File: config.mk
export PLATFORM = sky130hd
export DESIGN_NAME = mul_sequencer
export DESIGN_NICKNAME = d
export VERILOG_FILES = /design/src/rtl/mul_sequencer_pkg.sv /design/src/rtl/mul_datapath.sv /design/src/rtl/mul_sequencer.sv
export SDC_FILE = /design/constraint.sdc
export NUM_CORES = 1
export LEC_CHECK = 0
export BUFFER_PORTS_ARGS = -buffer_cell sky130_fd_sc_hd__buf_2
export CORE_UTILIZATION = 30
export DETAILED_ROUTE_END_ITERATION = 8
export SETUP_SLACK_MARGIN = 0.15
export SLEW_MARGIN = 25
export SYNTH_ARGS = -nofsm -noshare
export SYNTH_HDL_FRONTEND = slang
export SYNTH_HIERARCHICAL = 1
export SYNTH_SLANG_ARGS = --single-unit
File: constraint.sdc
create_clock -name clk -period 4.44 [get_ports clk]
set_clock_uncertainty 0.05 [all_clocks]
set_input_delay 0.444 -clock clk [delete_from_list [all_inputs] [get_ports clk]]
set_output_delay 0.444 -clock clk [all_outputs]
set_load 0.05 [all_outputs]
File: src/rtl/mul_sequencer_pkg.sv
// Shared types for the iterative multiplier: FSM encoding and ALU-compatible flag layout.
// No logic; no latency or flow control of its own.
package mul_sequencer_pkg;

    typedef enum logic [1:0] {
        ST_IDLE = 2'd0,
        ST_RUN  = 2'd1,
        ST_DONE = 2'd2
    } mul_state_t;

    localparam int FLAG_N = 3;
    localparam int FLAG_Z = 2;
    localparam int FLAG_C = 1;
    localparam int FLAG_V = 0;

endpackage

File: src/rtl/mul_datapath.sv
// Shift-add engine: acc/mcand/mplier/count registers updated by load or step, one bit per step.
// Single-cycle step; no flow control of its own, the sequencer decides when to load/step.
module mul_datapath
    import mul_sequencer_pkg::*;
#(
    parameter int WIDTH      = 32,
    parameter int EARLY_TERM = 1
) (
    input  logic             clk,
    input  logic             rst,
    input  logic             load_i,
    input  logic             step_i,
    input  logic             accumulate_i,
    input  logic [WIDTH-1:0] multiplicand_i,
    input  logic [WIDTH-1:0] multiplier_i,
    input  logic [WIDTH-1:0] addend_i,
    output logic [WIDTH-1:0] sum_o,
    output logic             last_o
);

    localparam int CW = $clog2(WIDTH);

    logic [WIDTH-1:0] acc_q, acc_d;
    logic [WIDTH-1:0] mcand_q, mcand_d;
    logic [WIDTH-1:0] mplier_q, mplier_d;
    logic [CW-1:0]    cnt_q, cnt_d;
    logic [WIDTH-1:0] mplier_shift;

    assign sum_o        = mplier_q[0] ? acc_q + mcand_q : acc_q;
    assign mplier_shift = mplier_q >> 1;
    // Exit is judged on the current step: it is the final one if the count saturates
    // or no multiplier bits remain after this shift.
    assign last_o = (cnt_q == CW'(WIDTH - 1)) ||
                    ((EARLY_TERM != 0) && (mplier_shift == '0));

    always_comb begin
        acc_d    = acc_q;
        mcand_d  = mcand_q;
        mplier_d = mplier_q;
        cnt_d    = cnt_q;
        if (load_i) begin
            acc_d    = accumulate_i ? addend_i : '0;
            mcand_d  = multiplicand_i;
            mplier_d = multiplier_i;
            cnt_d    = '0;
        end else if (step_i) begin
            acc_d    = sum_o;
            mcand_d  = mcand_q << 1;
            mplier_d = mplier_shift;
            cnt_d    = cnt_q + 1'b1;
        end
    end

    always_ff @(posedge clk or negedge rst) begin
        if (!rst) begin
            acc_q    <= '0;
            mcand_q  <= '0;
            mplier_q <= '0;
            cnt_q    <= '0;
        end else begin
            acc_q    <= acc_d;
            mcand_q  <= mcand_d;
            mplier_q <= mplier_d;
            cnt_q    <= cnt_d;
        end
    end

endmodule

File: src/rtl/mul_sequencer.sv
// MUL/MLA sequencer: IDLE -> RUN (k cycles) -> DONE, done pulse k+1 cycles after start.
// Holds the pipeline via stall while loading/running; starts while busy are dropped.
module mul_sequencer
    import mul_sequencer_pkg::*;
#(
    parameter int WIDTH      = 32,
    parameter int EARLY_TERM = 1
) (
    input  logic             clk,
    input  logic             rst,
    input  logic             start,
    input  logic             flush,
    input  logic             accumulate,
    input  logic             setFlags,
    input  logic [WIDTH-1:0] multiplicand,
    input  logic [WIDTH-1:0] multiplier,
    input  logic [WIDTH-1:0] addend,
    input  logic [3:0]       statusIn,
    output logic             busy,
    output logic             stall,
    output logic             done,
    output logic [WIDTH-1:0] result,
    output logic [3:0]       statusOut
);

    mul_state_t       state_q, state_d;
    logic             busy_q, done_q, setflags_q;
    logic [WIDTH-1:0] result_q;
    logic [3:0]       status_out_q, status_cap_q, flags_d;
    logic             load, step, last, finish;
    logic [WIDTH-1:0] sum;

    mul_datapath #(
        .WIDTH      (WIDTH),
        .EARLY_TERM (EARLY_TERM)
    ) u_dp (
        .clk            (clk),
        .rst            (rst),
        .load_i         (load),
        .step_i         (step),
        .accumulate_i   (accumulate),
        .multiplicand_i (multiplicand),
        .multiplier_i   (multiplier),
        .addend_i       (addend),
        .sum_o          (sum),
        .last_o         (last)
    );

    always_comb begin
        state_d = state_q;
        load    = 1'b0;
        step    = 1'b0;
        case (state_q)
            ST_IDLE: begin
                if (start && !flush) begin
                    load    = 1'b1;
                    state_d = ST_RUN;
                end
            end
            ST_RUN: begin
                if (flush) begin
                    state_d = ST_IDLE;
                end else begin
                    step = 1'b1;
                    if (last) state_d = ST_DONE;
                end
            end
            default: state_d = ST_IDLE;
        endcase
    end

    assign finish = (state_q == ST_RUN) && !flush && last;

    always_comb begin
        flags_d = status_cap_q;
        if (setflags_q) begin
            flags_d[FLAG_N] = sum[WIDTH-1];
            flags_d[FLAG_Z] = (sum == '0);
        end
    end

    always_ff @(posedge clk or negedge rst) begin
        if (!rst) begin
            state_q      <= ST_IDLE;
            busy_q       <= 1'b0;
            done_q       <= 1'b0;
            result_q     <= '0;
            status_out_q <= '0;
            status_cap_q <= '0;
            setflags_q   <= 1'b0;
        end else begin
            state_q <= state_d;
            busy_q  <= (state_d != ST_IDLE);
            done_q  <= finish;
            if (load) begin
                status_cap_q <= statusIn;
                setflags_q   <= setFlags;
            end
            if (finish) begin
                result_q     <= sum;
                status_out_q <= flags_d;
            end
        end
    end

    // Combinational so the load cycle itself holds the upstream stages.
    assign stall = rst && (((state_q == ST_IDLE) && start && !flush) || (state_q == ST_RUN));

    assign busy      = busy_q;
    assign done      = done_q;
    assign result    = result_q;
    assign statusOut = status_out_q;

endmodule

**Word level (Yosys, flattened, before mapping)**

Index checks and enable logic that the tools add are counted.
W data, S select, Z words.

- Logic and storage cells: 48
- Register bits after elaboration: 146
- Input bits: 106

- Muxes and demuxes: 19
- Equal/unequal tests: 2
- Reductions and logical operators: 14
- Add/subtract/negate cells: 2

Operators by type and width:

| operator | number |
|---|---|
| $mux W32 | 8 |
| $logic_not A32 Y1 | 2 |
| $add A32 B32 Y32 | 1 |
| $mux W5 | 2 |
| $mux W2 | 4 |
| $logic_and A1 B1 Y1 | 6 |
| $add A5 B1 Y5 const B | 1 |
| $eq A5 B5 Y1 const B | 1 |
| $mux W1 | 4 |
| $pmux W2 S2 | 1 |
| $reduce_bool A2 Y1 | 2 |
| $eq A2 B1 Y1 const B | 1 |
| $logic_not A2 Y1 | 1 |
| $logic_or A1 B1 Y1 | 2 |
| $logic_not A1 Y1 | 1 |

**Longest topological paths before layout**

- Word-level depth: 6
- Mapped depth: 13

**Modules after synthesis**

The synthesis kept the hierarchy.

By module, submodules not included:

| module | times used | area an instance (µm²) | cells an instance |
|---|---|---|---|
| mul_datapath | 1 | 6,874.1 | 748 |
| mul_sequencer | 1 | 1,845.5 | 116 |

**Worst setup path before layout**

Ideal clock, no wire load.

- Kind: reg-to-reg
- From: register u_dp.acc_q[0]
- To: register status_out_q[2], in the netlist statusOut[2]
- Data arrival time: 3.254 ns
- Stages on the path, launching flop included: 14
- Path buffers: 0
- Setup slack: 1.041 ns
- Path through: dfrtp_1 ha_1 fa_1 a211oi_1 o21ba_2 o211ai_1 a31oi_2 o21ai_2 a31o_1 xor2_1 mux2_2 nor4b_1 nand4_1 o31ai_1

- Cells in the longest elaborated chain, start to end: 4

RTL lines:

| item | line | source |
|---|---|---|
| start, declared | mul_datapath.sv:23 | `logic [WIDTH-1:0] acc_q, acc_d;` |
| start signal, assigned | mul_datapath.sv:56 | `acc_q <= '0;` |
| start signal, assigned | mul_datapath.sv:61 | `acc_q <= acc_d;` |
| $add A32 B32 Y32 | mul_datapath.sv:29 | `assign sum_o = mplier_q[0] ? acc_q + mcand_q : acc_q;` |
| $mux W32 | mul_datapath.sv:29 |  |
| named net sum[28] | mul_sequencer.sv:31 | `logic [WIDTH-1:0] sum;` |
| $logic_not A32 Y1 | mul_sequencer.sv:78 | `flags_d[FLAG_Z] = (sum == '0);` |
| $mux W2 | mul_sequencer.sv:76 | `if (setflags_q) begin` |
| end signal, assigned | mul_sequencer.sv:101 | `status_out_q <= flags_d;` |
| end, declared | mul_sequencer.sv:29 | `logic [3:0] status_out_q, status_cap_q, flags_d;` |

The timed path passes the listed nets, and every way through them passes these cells.
A chain may end at the register's enable or synchronous reset.

**Final worst setup path**

Same ends and word-level chain as after synthesis.

==> flow_metrics.py <==
metrics = {
    "synth": {
        "ys_seq_area_share_pct": 41.9,
        "synthesis.instances": 864,
        "yosys-top-cells-count": "146 x dfrtp_1, 112 x nand2_1, 101 x o21ai_0, 89 x mux2i_1, 50 x mux2_2",
        "synth_area_leaders": "dfrtp_1 42%, mux2i_1 10%, mux2_2 6.5%, o21ai_0 5.8%, nand2_1 4.8%",
        "synth.distinct_cells": 70,
        "syn_area_um2": 8720,
        "synth_warnings": 6,
        "synth_top_area_share_pct": 41.9,
        "syn_area_per_cell_um2": 10.1,
        "synth-async-reset-ratio_pct": 100,
        "synth_most_common_cell": "dfrtp_1",
        "synth_top_area_cell": "dfrtp_1",
        "ys_seq_elements": 146,
        "synth-edff-count": 0,
        "synth_nets": 1004,
        "dominantRegCellSynth": "dfrtp_1",
    },
    "grt": {
        "antenna_found_initial": 1,
        "grt_first_pass_wirelength_mm": 39.0,
        "grt_usage_pct": 17.2,
        "grt_pass1_vias": 6950,
        "grt_max_degree": 80,
        "grt_overflow": 0,
    },
    "place": {
        "numPlacedInstances": 1352,
        "port_buffers": 144,
        "dpl_worst_slack_ns": 0.473,
        "placed_cell_area_um2": 9730,
        "gp_congestion": 0.882,
        "dp_hpwl_mm": 17.9,
    },
    "cts": {
        "clockRootBuffer": "clkbuf_16",
        "clock_latency_ns": 0.43,
        "cts_buffers": 17,
        "cts.htree.levels": 4,
        "clk_pin_slew_worst_paths_ns": 0.07,
        "clockBufferDepth": 2,
        "cts.sinks": 146,
        "cts_tree": "built",
    },
    "cells_and_area": {
        "fillers": 2934,
        "design_area_um2": 10300,
        "utilization_pct": 36.1,
        "regArea_um2": 3650,
        "nNetsFinal": 1128,
        "layout.cells.non_filler": 1386,
        "multi_input_area_um2": 4750,
        "layout-drive-gt1-share_pct": 26.5,
        "area_growth_pct": 18.5,
    },
    "setup_path": {
        "r2r_start": "u_dp/acc_q[0]",
        "r2r_slack_ns": 0.43,
        "cp-start-kind": "flip-flop",
        "worstSetupPathType": "reg2reg",
        "cp.arrival_ns": 4.29,
        "r2r_cells": 13,
        "cp_max_fo": 3,
        "reg2reg_to": "statusOut[2]",
        "end_kind": "flip-flop",
        "required_ns": 4.72,
    },
    "power_and_ir_drop": {
        "power.leakage_nw": 4.77,
        "powerDensity_nw_per_um2": 568,
        "finalPower_mw": 5.87,
        "peakVddDrop_mv": 0.223,
    },
    "min_path": {
        "min_to": "u_dp/mplier_q[18]",
        "hold_path.class": "in2reg",
        "holdPathStages": 3,
        "hp-start": "multiplier[18]",
    },
    "timing": {
        "slew_violations": 0,
        "fmax_mhz": 249,
        "rsz0062_at_grt": "no",
        "slew_headroom_pct": 40.6,
        "finalWorstSetupSlack_ns": 0.427,
        "holdWs_ns": 0.162,
        "timing.final.hold_violations": 0,
        "setup_viol": 0,
        "min_period_ns": 4.01,
        "post-route-period-util_pct": 90.4,
        "tns_ns": 0,
        "tightest_slew_ns": 0.891,
    },
    "floorplanning": {
        "die_h_um": 172,
        "start_util_pct": 30.5,
        "dieWidth_um": 172,
        "fp-row-count": 62,
        "coreArea_um2": 28600,
        "ios": 145,
        "dieArea_um2": 29800,
    },
    "drt": {
        "dr.pass1.iters": 5,
        "drc": 0,
        "wirelength_mm": 24.5,
        "via_count": 6989,
        "vias_per_cell": 5.04,
        "wl_per_cell_um": 17.6,
        "drt_iter0_markers": 387,
        "final_antenna_net_count": 0,
    },
    "run_status": {
        "status": "completed",
    },
    "flow_run": {
        "maxCapViolCount": 0,
    },
}
## logic make-up (layout without fill, tap and decap cells)
group	after synthesis	after routing	synth area share [%]
fa+ha+maj	34	34	4.96
flops	146	146	41.9
buf+inv	63	200	3.67
compound gates	212	212	15.0
simple gates	230	230	12.9
other cells	0	1	0
mux	150	150	18.7
xor+xnor	29	29	2.91
## flip-flops by register name (all words and copies together), names as in the netlist
register       count
statusOut          4
done               1
u_dp/cnt_q         5
u_dp/mplier_q     32
busy               1
setflags_q         1
state_q            2
status_cap_q       4
result            32
u_dp/acc_q        32
u_dp/mcand_q      32
## per-layer routing
layer | vias to the layer above | GRT usage [%] | share of wire, %
met2 | 152 | 27.9 | 47
met1 | 3428 | 22.9 | 45
met4 | 0 | 5.31 | 1.8
met3 | 23 | 3.73 | 5.5
li1 | 3386 | - | -
met5 | - | 0 | 0
## cell usage in the layout, fill, tap and decap left out, drive strengths merged, types with 3 or more instances in the layout
master | synthesis | layout
buf | 11 | 153
dfrtp | 146 | 146
nand2 | 112 | 112
o21ai | 102 | 102
mux2i | 89 | 89
mux2 | 60 | 60
a21oi | 33 | 33
ha | 33 | 33
nor2 | 27 | 27
inv | 14 | 22
a21o | 20 | 20
clkbuf | 38 | 18
nor4 | 15 | 15
xor2 | 15 | 15
nand3 | 14 | 14
xnor2 | 14 | 14
nor2b | 10 | 10
nand4 | 9 | 9
nor3 | 9 | 9
and3 | 9 | 9
o31ai | 7 | 7
and2 | 6 | 6
a211oi | 5 | 5
a32oi | 5 | 5
o21bai | 4 | 4
a31oi | 4 | 4
a31o | 4 | 4
or2 | 3 | 3
nand3b | 3 | 3
o21a | 3 | 3
a21boi | 3 | 3
clkinv | 0 | 3
a221oi | 3 | 3
## final cells by class
| type | instances | area share, % |
|---|---|---|
| Multi-Input combinational cell | 655 | 46.0 |
| Antenna cell | 1 | 0.0242 |
| Clock buffer | 18 | 4.25 |
| Sequential cell | 146 | 35.4 |
| Timing Repair Buffer | 154 | 7.79 |
| Tap cell | 384 | 4.65 |
| Clock inverter | 14 | 1.38 |
| Inverter | 14 | 0.509 |
## timing repair
action,CTS,global route
resized for setup,0,0
hold buffers,1,0
buffers inserted,0,0
hold endpoints to repair,31,0
## worst max-delay path: stages, from the launching register on
cell      delay [ns]
dfrtp_1         0.40
ha_1            0.24
fa_1            0.44
a211oi_1        0.38
o21ba_2         0.23
o211ai_1        0.15
a31oi_2         0.32
o21ai_2         0.13
a31o_1          0.26
xor2_1          0.14
mux2_2          0.28
nor4b_1         0.45
nand4_1         0.16
o31ai_1         0.27
## how the worst max path moves through the flow
stage / start / endpoint / cells after the start
after floorplan: u_dp/acc_q[0] / statusOut[2] / 13
after global routing: u_dp/acc_q[0] / statusOut[2] / 13
after CTS: u_dp/acc_q[0] / statusOut[2] / 13
final: u_dp/acc_q[0] / statusOut[2] / 13
after detailed placement: u_dp/acc_q[0] / statusOut[2] / 13
after global placement: u_dp/acc_q[0] / statusOut[2] / 13
## report_power, final
group / total (mW) / internal [mW] / switching, mW
Clock: 1.44 / 0.805 / 0.638
Sequential: 1.95 / 1.63 / 0.311
Combinational: 2.48 / 1.07 / 1.41
Power figures use the tool's default switching activity.
